**src/rtl/enemy_spawn_scheduler_pkg.sv**
```systemverilog
// Shared types and constants for the enemy spawn scheduler and related pools.
package enemy_pkg;

    localparam int NUM_SLOTS_DEFAULT  = 16;
    localparam int ID_W               = $clog2(NUM_SLOTS_DEFAULT);
    localparam int LANE_WIDTH_DEFAULT = 40;
    localparam int MAX_TYPE           = 15;

    typedef enum logic [1:0] {
        WAIT   = 2'd0,
        SEARCH = 2'd1,
        OFFER  = 2'd2
    } spawn_state_t;

    typedef logic [ID_W-1:0] enemy_id_t;

    // Population count of up to 32 slot flags.
    function automatic logic [5:0] pop_count32(input logic [31:0] v);
        logic [5:0] cnt;
        cnt = 6'd0;
        for (int i = 0; i < 32; i++) begin
            cnt = cnt + 6'(v[i]);
        end
        return cnt;
    endfunction

endpackage

```
**src/rtl/enemy_spawn_scheduler_if.sv**
```systemverilog
// Spawn request channel between the scheduler and the enemy generator.
interface enemy_spawn_scheduler_if;
    logic        spawnValid;
    logic        spawnReady;
    logic [4:0]  spawnId;
    logic [3:0]  spawnType;
    logic [10:0] spawnLocation;

    modport master (
        output spawnValid,
        output spawnId,
        output spawnType,
        output spawnLocation,
        input  spawnReady
    );

    modport slave (
        input  spawnValid,
        input  spawnId,
        input  spawnType,
        input  spawnLocation,
        output spawnReady
    );
endinterface

```
**src/rtl/enemy_spawn_scheduler_free_slot_finder.sv**
```systemverilog
// Round-robin free slot search: lowest free slot at or above rr_ptr, wrapping.
module free_slot_finder #(
    parameter int N    = 16,
    parameter int ID_W = $clog2(N)
) (
    input  logic [N-1:0]    alive_mask,
    input  logic [ID_W-1:0] rr_ptr,
    output logic            found,
    output logic [ID_W-1:0] slot_id
);
    localparam int W1 = ID_W + 1;

    logic [2*N-1:0] free_x2;
    logic [N-1:0]   free_rot;
    logic [W1-1:0]  offset;
    logic [W1-1:0]  sum;

    // Doubling the free map makes the rotation by rr_ptr a plain shift.
    assign free_x2  = {~alive_mask, ~alive_mask};
    assign free_rot = N'(free_x2 >> rr_ptr);

    // Priority encode the rotated map; lowest offset from rr_ptr wins.
    always_comb begin
        found  = 1'b0;
        offset = '0;
        for (int i = N - 1; i >= 0; i--) begin
            if (free_rot[i]) begin
                found  = 1'b1;
                offset = W1'(i);
            end
        end
    end

    assign sum     = {1'b0, rr_ptr} + offset;
    assign slot_id = (sum >= W1'(N)) ? ID_W'(sum - W1'(N)) : sum[ID_W-1:0];

endmodule

```
**src/rtl/enemy_spawn_scheduler.sv**
```systemverilog
// Enemy spawn scheduler: frame-paced slot allocation, spawn handshake, alive map.
module enemy_spawn_scheduler
    import enemy_pkg::*;
#(
    parameter int NUM_SLOTS    = NUM_SLOTS_DEFAULT,
    parameter int SPAWN_PERIOD = 60,
    parameter int MAX_ALIVE    = 8,
    parameter int LANE_WIDTH   = LANE_WIDTH_DEFAULT
) (
    input  logic                      clk,
    input  logic                      resetN,
    input  logic                      startOfFrame,
    input  logic                      enable,
    input  logic [3:0]                randomType,
    input  logic [3:0]                randomLocation,
    input  logic                      enemyKilled,
    input  logic [4:0]                killedId,
    enemy_spawn_scheduler_if.master   spawn_if,
    output logic [NUM_SLOTS-1:0]      aliveMask,
    output logic [5:0]                aliveCount,
    output logic                      poolFull
);
    localparam int SLOT_W = $clog2(NUM_SLOTS);

    spawn_state_t          state_q, state_d;
    logic [7:0]            frame_cnt_q, frame_cnt_d;
    logic [SLOT_W-1:0]     rr_ptr_q, rr_ptr_d;
    logic [SLOT_W-1:0]     spawn_id_q, spawn_id_d;
    logic [3:0]            spawn_type_q, spawn_type_d;
    logic [10:0]           spawn_loc_q, spawn_loc_d;
    logic [NUM_SLOTS-1:0]  alive_mask_q, alive_mask_d;
    logic [5:0]            alive_count_q, alive_count_d;
    logic                  pool_full_q, pool_full_d;
    logic                  accept;
    logic                  found;
    logic [SLOT_W-1:0]     found_id;

    free_slot_finder #(
        .N    (NUM_SLOTS),
        .ID_W (SLOT_W)
    ) u_finder (
        .alive_mask (alive_mask_q),
        .rr_ptr     (rr_ptr_q),
        .found      (found),
        .slot_id    (found_id)
    );

    // Next state: frame pacing, slot allocation and request acceptance.
    always_comb begin
        state_d      = state_q;
        frame_cnt_d  = frame_cnt_q;
        rr_ptr_d     = rr_ptr_q;
        spawn_id_d   = spawn_id_q;
        spawn_type_d = spawn_type_q;
        spawn_loc_d  = spawn_loc_q;
        accept       = 1'b0;
        case (state_q)
            WAIT: begin
                if (startOfFrame && enable) begin
                    if (frame_cnt_q == 8'(SPAWN_PERIOD - 1)) begin
                        frame_cnt_d = '0;
                        state_d     = SEARCH;
                    end else begin
                        frame_cnt_d = frame_cnt_q + 8'd1;
                    end
                end
            end
            SEARCH: begin
                frame_cnt_d = '0;
                if (!enable) begin
                    state_d = WAIT;
                end else if (found && !pool_full_q) begin
                    spawn_id_d   = found_id;
                    spawn_type_d = randomType;
                    spawn_loc_d  = 11'(randomLocation) * 11'(LANE_WIDTH);
                    state_d      = OFFER;
                end
            end
            OFFER: begin
                // The request stays up even if enable drops; only the handshake ends it.
                if (spawn_if.spawnReady) begin
                    accept   = 1'b1;
                    rr_ptr_d = (spawn_id_q == SLOT_W'(NUM_SLOTS - 1)) ? '0
                                                                      : spawn_id_q + SLOT_W'(1);
                    state_d  = WAIT;
                end
            end
            default: state_d = WAIT;
        endcase
    end

    // Alive map update; count and full flag derive from the next map so all three line up.
    always_comb begin
        alive_mask_d = alive_mask_q;
        if (accept) begin
            alive_mask_d[spawn_id_q] = 1'b1;
        end
        if (enemyKilled && (int'(killedId) < NUM_SLOTS)) begin
            alive_mask_d[killedId[SLOT_W-1:0]] = 1'b0;
        end
        alive_count_d = pop_count32(32'(alive_mask_d));
        pool_full_d   = (alive_count_d >= 6'(MAX_ALIVE)) || (&alive_mask_d);
    end

    // State and datapath registers; reset drops any pending request at once.
    always_ff @(posedge clk or negedge resetN) begin
        if (!resetN) begin
            state_q       <= WAIT;
            frame_cnt_q   <= '0;
            rr_ptr_q      <= '0;
            spawn_id_q    <= '0;
            spawn_type_q  <= '0;
            spawn_loc_q   <= '0;
            alive_mask_q  <= '0;
            alive_count_q <= '0;
            pool_full_q   <= 1'b0;
        end else begin
            state_q       <= state_d;
            frame_cnt_q   <= frame_cnt_d;
            rr_ptr_q      <= rr_ptr_d;
            spawn_id_q    <= spawn_id_d;
            spawn_type_q  <= spawn_type_d;
            spawn_loc_q   <= spawn_loc_d;
            alive_mask_q  <= alive_mask_d;
            alive_count_q <= alive_count_d;
            pool_full_q   <= pool_full_d;
        end
    end

    assign spawn_if.spawnValid    = (state_q == OFFER);
    assign spawn_if.spawnId       = 5'(spawn_id_q);
    assign spawn_if.spawnType     = spawn_type_q;
    assign spawn_if.spawnLocation = spawn_loc_q;
    assign aliveMask              = alive_mask_q;
    assign aliveCount             = alive_count_q;
    assign poolFull               = pool_full_q;

endmodule

```
**src/flat_wrapper.sv**
```systemverilog
// flat-port wrapper written by rule: the top's interface ports become plain ports
module enemy_spawn_scheduler_flat import enemy_pkg::*;
#(
    parameter int NUM_SLOTS    = NUM_SLOTS_DEFAULT,
    parameter int SPAWN_PERIOD = 60,
    parameter int MAX_ALIVE    = 8,
    parameter int LANE_WIDTH   = LANE_WIDTH_DEFAULT
)
  (clk, resetN, startOfFrame, enable, randomType, randomLocation, enemyKilled, killedId, aliveMask, aliveCount, poolFull, spawn_if_spawnValid, spawn_if_spawnId, spawn_if_spawnType, spawn_if_spawnLocation, spawn_if_spawnReady);
  enemy_spawn_scheduler_if spawn_if_i ();
  input  logic clk;
  input  logic resetN;
  input  logic startOfFrame;
  input  logic enable;
  input  logic [3:0] randomType;
  input  logic [3:0] randomLocation;
  input  logic enemyKilled;
  input  logic [4:0] killedId;
  output logic [NUM_SLOTS-1:0] aliveMask;
  output logic [5:0] aliveCount;
  output logic poolFull;
  output wire logic [$bits(spawn_if_i.spawnValid)-1:0] spawn_if_spawnValid;
  output wire logic [$bits(spawn_if_i.spawnId)-1:0] spawn_if_spawnId;
  output wire logic [$bits(spawn_if_i.spawnType)-1:0] spawn_if_spawnType;
  output wire logic [$bits(spawn_if_i.spawnLocation)-1:0] spawn_if_spawnLocation;
  input wire logic [$bits(spawn_if_i.spawnReady)-1:0] spawn_if_spawnReady;
  assign spawn_if_spawnValid = spawn_if_i.spawnValid;
  assign spawn_if_spawnId = spawn_if_i.spawnId;
  assign spawn_if_spawnType = spawn_if_i.spawnType;
  assign spawn_if_spawnLocation = spawn_if_i.spawnLocation;
  assign spawn_if_i.spawnReady = spawn_if_spawnReady;
  enemy_spawn_scheduler #(.NUM_SLOTS(NUM_SLOTS), .SPAWN_PERIOD(SPAWN_PERIOD), .MAX_ALIVE(MAX_ALIVE), .LANE_WIDTH(LANE_WIDTH)) u_core (.clk(clk), .resetN(resetN), .startOfFrame(startOfFrame), .enable(enable), .randomType(randomType), .randomLocation(randomLocation), .enemyKilled(enemyKilled), .killedId(killedId), .spawn_if(spawn_if_i), .aliveMask(aliveMask), .aliveCount(aliveCount), .poolFull(poolFull));
endmodule
```
**config.mk**
```make
export PLATFORM = sky130hd
export DESIGN_NAME = enemy_spawn_scheduler_flat
export DESIGN_NICKNAME = d
export VERILOG_FILES = /design/src/rtl/enemy_spawn_scheduler_pkg.sv /design/src/rtl/enemy_spawn_scheduler_if.sv /design/src/rtl/enemy_spawn_scheduler_free_slot_finder.sv /design/src/rtl/enemy_spawn_scheduler.sv /design/src/flat_wrapper.sv
export SDC_FILE = /design/constraint.sdc
export NUM_CORES = 1
export LEC_CHECK = 0
export CORE_MARGIN = 2
export CORE_UTILIZATION = 61
export CTS_BUF_LIST = sky130_fd_sc_hd__clkbuf_4
export DETAILED_ROUTE_END_ITERATION = 8
export MAX_ROUTING_LAYER = met4
export PLACE_DENSITY = 0.88
export SLEW_MARGIN = 15
export SYNTH_ARGS = -nofsm -noshare
export SYNTH_HDL_FRONTEND = slang
export SYNTH_SLANG_ARGS = --single-unit
```
**constraint.sdc**
```tcl
create_clock -name clk -period 13.45 [get_ports clk]
set_input_delay 2.0175 -clock clk [delete_from_list [all_inputs] [get_ports clk]]
set_output_delay 2.0175 -clock clk [all_outputs]
set_load 0.005 [all_outputs]
```
-- Yosys cells after proc, flatten, opt, wreduce, memory -nomap -nowiden
Index checks and enable logic that the tools add are counted.
- flip-flop bits (word level): 52
- word-level logic and storage cells: 114
- output and inout bits: 44
- input bits: 19
- $lt $le $gt $ge: 7
- multipliers: 1
- shift operators: 1
- reductions and logical operators: 14
- muxes and demuxes: 51
- add/subtract/negate cells: 19
- bitwise logic cells: 4
- equality and inequality tests: 8
- operators by type and width (operator ; count):
    $add 6x1->6 ; 14
    $mux 5 ; 15
    $mux 16 ; 2
    $not 16->16 ; 2
    $shr 32x4->16 ; 1
    $mux 1 ; 20
    $and 16x16->16 ; 1
    $mux 8 ; 2
    $or 16x16->16 ; 1
    $pmux 8 s2 ; 1
    $reduce_and 16->1 ; 1
    $mux 4 ; 3
    $lt 4x5->1 const B ; 2
    $mux 2 ; 5
    $add 8x1->8 const B ; 1
    $demux 1 s4 ; 2
    $eq 8x6->1 const B ; 1
    $ge 4x1->1 const B ; 2
    $mul 4x3->7 const B ; 1
    $ge 6x4->1 const B ; 1
    $ne 2x1->1 const B ; 3
    $pmux 2 s3 ; 1
    $add 4x5->5 ; 1
    $ge 5x5->1 const B ; 1
    16 further kinds ; 21

-- Logic depth before layout (Yosys ltp)
- depth in word-level cells: 25
- depth in mapped cells: 20
- gate-level depth less buffers: 18

-- Modules after synthesis
A second synthesis with hierarchy kept.
- cell total of the unflattened synthesis: 393
- area total of the unflattened synthesis: 4135.2 um^2
- by module, submodules not included (module ; cells an instance ; area each (um^2) ; seq. area each (um^2) ; instances):
    enemy_spawn_scheduler ; 252 ; 2802.7 ; 1276.2 ; 1
    free_slot_finder ; 141 ; 1332.5 ; 0.0 ; 1

-- Least setup slack after synthesis
OpenSTA, ideal clock, no wires.
- kind: input -> register
- from: in spawn_if_spawnReady
- to: reg u_core.pool_full_q, in the netlist u_core.poolFull
- setup time: 0.131 ns
- cell stages on the path: 18
- slack: 6.479 ns
- data arrival time: 6.840 ns
- path through: and3b_1 clkbuf_1 clkbuf_1 clkbuf_1 a31oi_1 a21oi_1 ha_1 fa_1 inv_1 fa_1 fa_1 inv_1 fa_1 fa_1 fa_1 a21oi_1 nor2b_1 or3_1
- longest elaborated chain between the ends: 22
- RTL lines (element ; line ; source):
    start: declaration ; flat_wrapper.sv:26 ; input wire logic [$bits(spawn_if_i.spawnReady)-1:0] spawn_if_spawnReady;
    $mux 1 (*) ; enemy_spawn_scheduler.sv:81 ; if (spawn_if.spawnReady) begin
    $mux 1 (*) ; enemy_spawn_scheduler.sv:57 ; case (state_q)
    $mux 16 (*) ; enemy_spawn_scheduler.sv:95 ; if (accept) begin
    $and 16x16->16 (no line) ; n/a ;
    $mux 16 (*) ; enemy_spawn_scheduler.sv:98 ; if (enemyKilled && (int'(killedId) < NUM_SLOTS)) begin
    net u_core.alive_mask_d[0] ; enemy_spawn_scheduler.sv:31 ; logic [NUM_SLOTS-1:0] alive_mask_q, alive_mask_d;
    $add 1x1->2 (*) ; enemy_spawn_scheduler_pkg.sv:22 ; cnt = cnt + 6'(v[i]);
    $add 6x1->6 (*) (14 in a row) ; enemy_spawn_scheduler_pkg.sv:22 ;
    net u_core.alive_count_d[4] ; enemy_spawn_scheduler.sv:32 ; logic [5:0] alive_count_q, alive_count_d;
    $ge 6x4->1 (*) ; enemy_spawn_scheduler.sv:102 ; pool_full_d = (alive_count_d >= 6'(MAX_ALIVE)) || (&alive_mask_d);
    $logic_or 1x1->1 (*) ; enemy_spawn_scheduler.sv:102 ;
    net u_core.pool_full_d ; enemy_spawn_scheduler.sv:33 ; logic pool_full_q, pool_full_d;
    end signal: assignment ; enemy_spawn_scheduler.sv:126 ; pool_full_q <= pool_full_d;
    end: declaration ; enemy_spawn_scheduler.sv:33 ;
The timed path passes the listed nets; every way through them passes the cells marked *.
A chain may end at the register's enable or synchronous reset.

-- Worst setup path in the final report
Ends and elaborated chain as after synthesis.

==> impl_metrics.toml <==
[run_status]
status = "complete, no violations"

[cells_and_area]
stdcell_area_um2 = 4760
n_antenna_cell = 0
layout_commonest_cell = "clkdlybuf4s50_1"
final_cell_mix = "clkdlybuf4s50_1 (55), dfrtp_1 (51), a21oi_1 (29), inv_1 (22)"
area_growth_pct = 14.4
layout-drive-gt1-share = 0.120
fillCellCount = 490
layout.nets = 483

[synthesis]
synthFlopType = "dfrtp_1"
syn_area_per_cell_um2 = 10.7
synth.distinct_cells = 68
yosysWarnings = 0
synth-edff-count = 0
ys_seq_area_frac = 0.307
synthArstFlopShare = 1.00
synth_seq_cells = 51
synthCells = 389
syn_area_um2 = 4160

[critical_path]
setup.worst_path.end_class = "flip-flop"
r2r_slack_ns = 7.68
crit_path_end = "u_core.poolFull"
crit_path_start = "spawn_if_spawnReady"
r2r-start = "u_core.state_q[1]"
worstReg2RegEnd = "u_core.poolFull"
worstPathMaxFanout = 24
worstSetupPathType = "input port to flip-flop"
cp_data_required_time_ns = 13.72
cp_data_arrival_time_ns = 7.38
start_kind = "input port"
r2r_cells = 15

[die]
die_area_um2 = 7500
io_pins = 63
start_util = 0.623
die-height_um = 86.6
fp.coreArea_um2 = 6680
num_rows = 30
die_w_um = 86.6

[hold_path]
hp-start = "u_core.spawn_if.spawnType[0]"
hold_class = "flip-flop to flip-flop"

[power]
p_leak_nw = 2.06
p_per_area_nw_per_um2 = 73.0
peakVddDrop_v = 0.0000664

[detailed_routing]
wire_per_inst_um = 20.1
dr_total_vias = 3450
drt_iter0_markers = 239
ant_nets = 0
viasPerCell = 6.70
drtPass1Iterations = 5
wl_um = 10300
drc_errors = 0

[cts]
postCtsHoldBufs = 0
cts_root_buf = "clkbuf_4"
cts_buffer_depth = 2
cts_buffers = 5
cts_tree = "yes"
postCtsSetupRepairBufs = 0
cts.sinks = 51
htree_levels = 2
clkSlewWorstSetupHoldPaths_ns = 0.14
post_cts_resized = 0
clk_latency_ns = 0.39

[global_routing]
grt_pass1_wl_um = 16900
track_usage = 0.297
grt_max_degree = 52
grt.overflow.total = 0
first_global_vias = 3318
antenna_found_initial = 0

[sta]
worstMarginPinSlew_ns = 0.977
slew_headroom = 0.349
slew_violations = 0
rsz0062_at_grt = "no"
hold_viol_final = 0
period_share = 0.529
clock_skew_ns = 0.0211
finalSetupTns_ns = 0
fin_crit_ns = 7.11
fmax_mhz = 141
setup_violations = 0

[flow_run]
drv_cap = 0

[placement]
gp_congestion = 0.990
io_buffers = 56
dp_hpwl_um = 7910
postPlaceCellArea_um2 = 4680
-- worst min-delay path by stage --
stage | to | slack (ns) | cells after the start
global route | u_core.spawn_if.spawnType[0] | 0.55 | 1
detailed placement | u_core.spawn_if.spawnLocation[9] | 0.49 | 1
global placement | u_core.spawn_if.spawnLocation[9] | 0.48 | 1
finish | u_core.spawn_if.spawnType[0] | 0.52 | 1
floorplan | u_core.spawn_if.spawnLocation[9] | 0.49 | 1
CTS | u_core.spawn_if.spawnType[0] | 0.52 | 1
-- critical path, stage by stage --
cell and delay (ns):
clkdlybuf4s50_1 0.49, and3b_1 0.67, a31oi_1 0.16, a21oi_1 0.22, ha_1 0.28, fa_1 0.51
inv_1 0.06, fa_1 0.51, fa_1 0.55, inv_1 0.05, fa_1 0.47, fa_1 0.42
fa_1 0.43, a21oi_1 0.15, nor2b_1 0.07, or3_1 0.33
-- cells by family after synthesis --
group,share of synthesized area
AOI/OAI and AO/OA,0.158
xor gates and xnor gates,0.0211
adders and majority gates,0.112
buffers and inverters,0.0574
DFF,0.307
muxes,0.211
other,0.000901
and+or+nand+nor,0.132
-- report_power, final --
part,internal (mW),total [mW],switching [mW]
Combinational,0.0364,0.0702,0.0338
Clock,0.0383,0.0889,0.0506
Sequential,0.166,0.189,0.0230
Total,0.240,0.348,0.107
-- registers in the layout (all words and copies together) (netlist names) --
register                       flops
u_core.spawn_if.spawnLocation      7
u_core.spawn_id_q                  4
u_core.poolFull                    1
u_core.rr_ptr_q                    4
u_core.frame_cnt_q                 8
u_core.aliveMask                  16
u_core.state_q                     2
u_core.aliveCount                  5
u_core.spawn_if.spawnType          4
-- final cells by class --
cell class,count,area (um^2),area share
timing repair buffer,56,558,0.117
multi-input combinational,297,2660,0.560
inverter,23,86.3,0.0181
tap,80,100,0.0210
clock buffer,5,37.5,0.00788
clock inverter,3,38.8,0.00815
sequential,51,1280,0.268
-- routing by layer --
metal | up-vias | share of wire | global-route usage
met4 | 0 | 0.032 | 0.101
met2 | 171 | 0.49 | 0.462
met3 | 34 | 0.066 | 0.0381
met1 | 1691 | 0.41 | 0.408
met5 | - | 0 | -
li1 | 1554 | - | -
-- synthesized netlist by cell type, types with 3 or more instances --
library cell | n | area share
a22oi_1 | 3 | 0.0054
mux2_2 | 21 | 0.057
nor4b_2 | 3 | 0.011
mux2i_2 | 5 | 0.017
nor4_1 | 4 | 0.0060
a21oi_1 | 29 | 0.035
ha_1 | 18 | 0.054
clkbuf_1 | 9 | 0.0081
mux4_2 | 7 | 0.038
nand3_1 | 8 | 0.0096
xnor2_1 | 6 | 0.013
nor2b_1 | 7 | 0.011
xor2_1 | 4 | 0.0084
inv_1 | 22 | 0.020
dfrtp_1 | 51 | 0.31
fa_1 | 12 | 0.058
nor3_1 | 4 | 0.0048
mux2i_1 | 18 | 0.043
nor3b_1 | 3 | 0.0054
nand2b_1 | 4 | 0.0060
mux4_1 | 9 | 0.057
buf_4 | 9 | 0.016
nand4_1 | 3 | 0.0045
nor2_1 | 19 | 0.017
a31oi_1 | 21 | 0.032
nand2_1 | 21 | 0.019
o21ai_0 | 15 | 0.018
-- through the flow --
step / instances / power (mW) / hold WS, ns / setup WS (ns) / util
3_3_place_gp: 507 / 0.257 / 0.480 / 6.06 / 0.701
6_report: 515 / 0.348 / 0.523 / 6.34 / 0.713
4_1_cts: 515 / 0.347 / 0.525 / 6.30 / 0.712
5_1_grt: 515 / 0.364 / 0.547 / 6.12 / 0.713
3_5_place_dp: 507 / 0.260 / 0.486 / 5.92 / 0.701
2_1_floorplan: 394 / 0.239 / 0.489 / 6.48 / -
No activity file was read; power rests on OpenSTA's default activity.
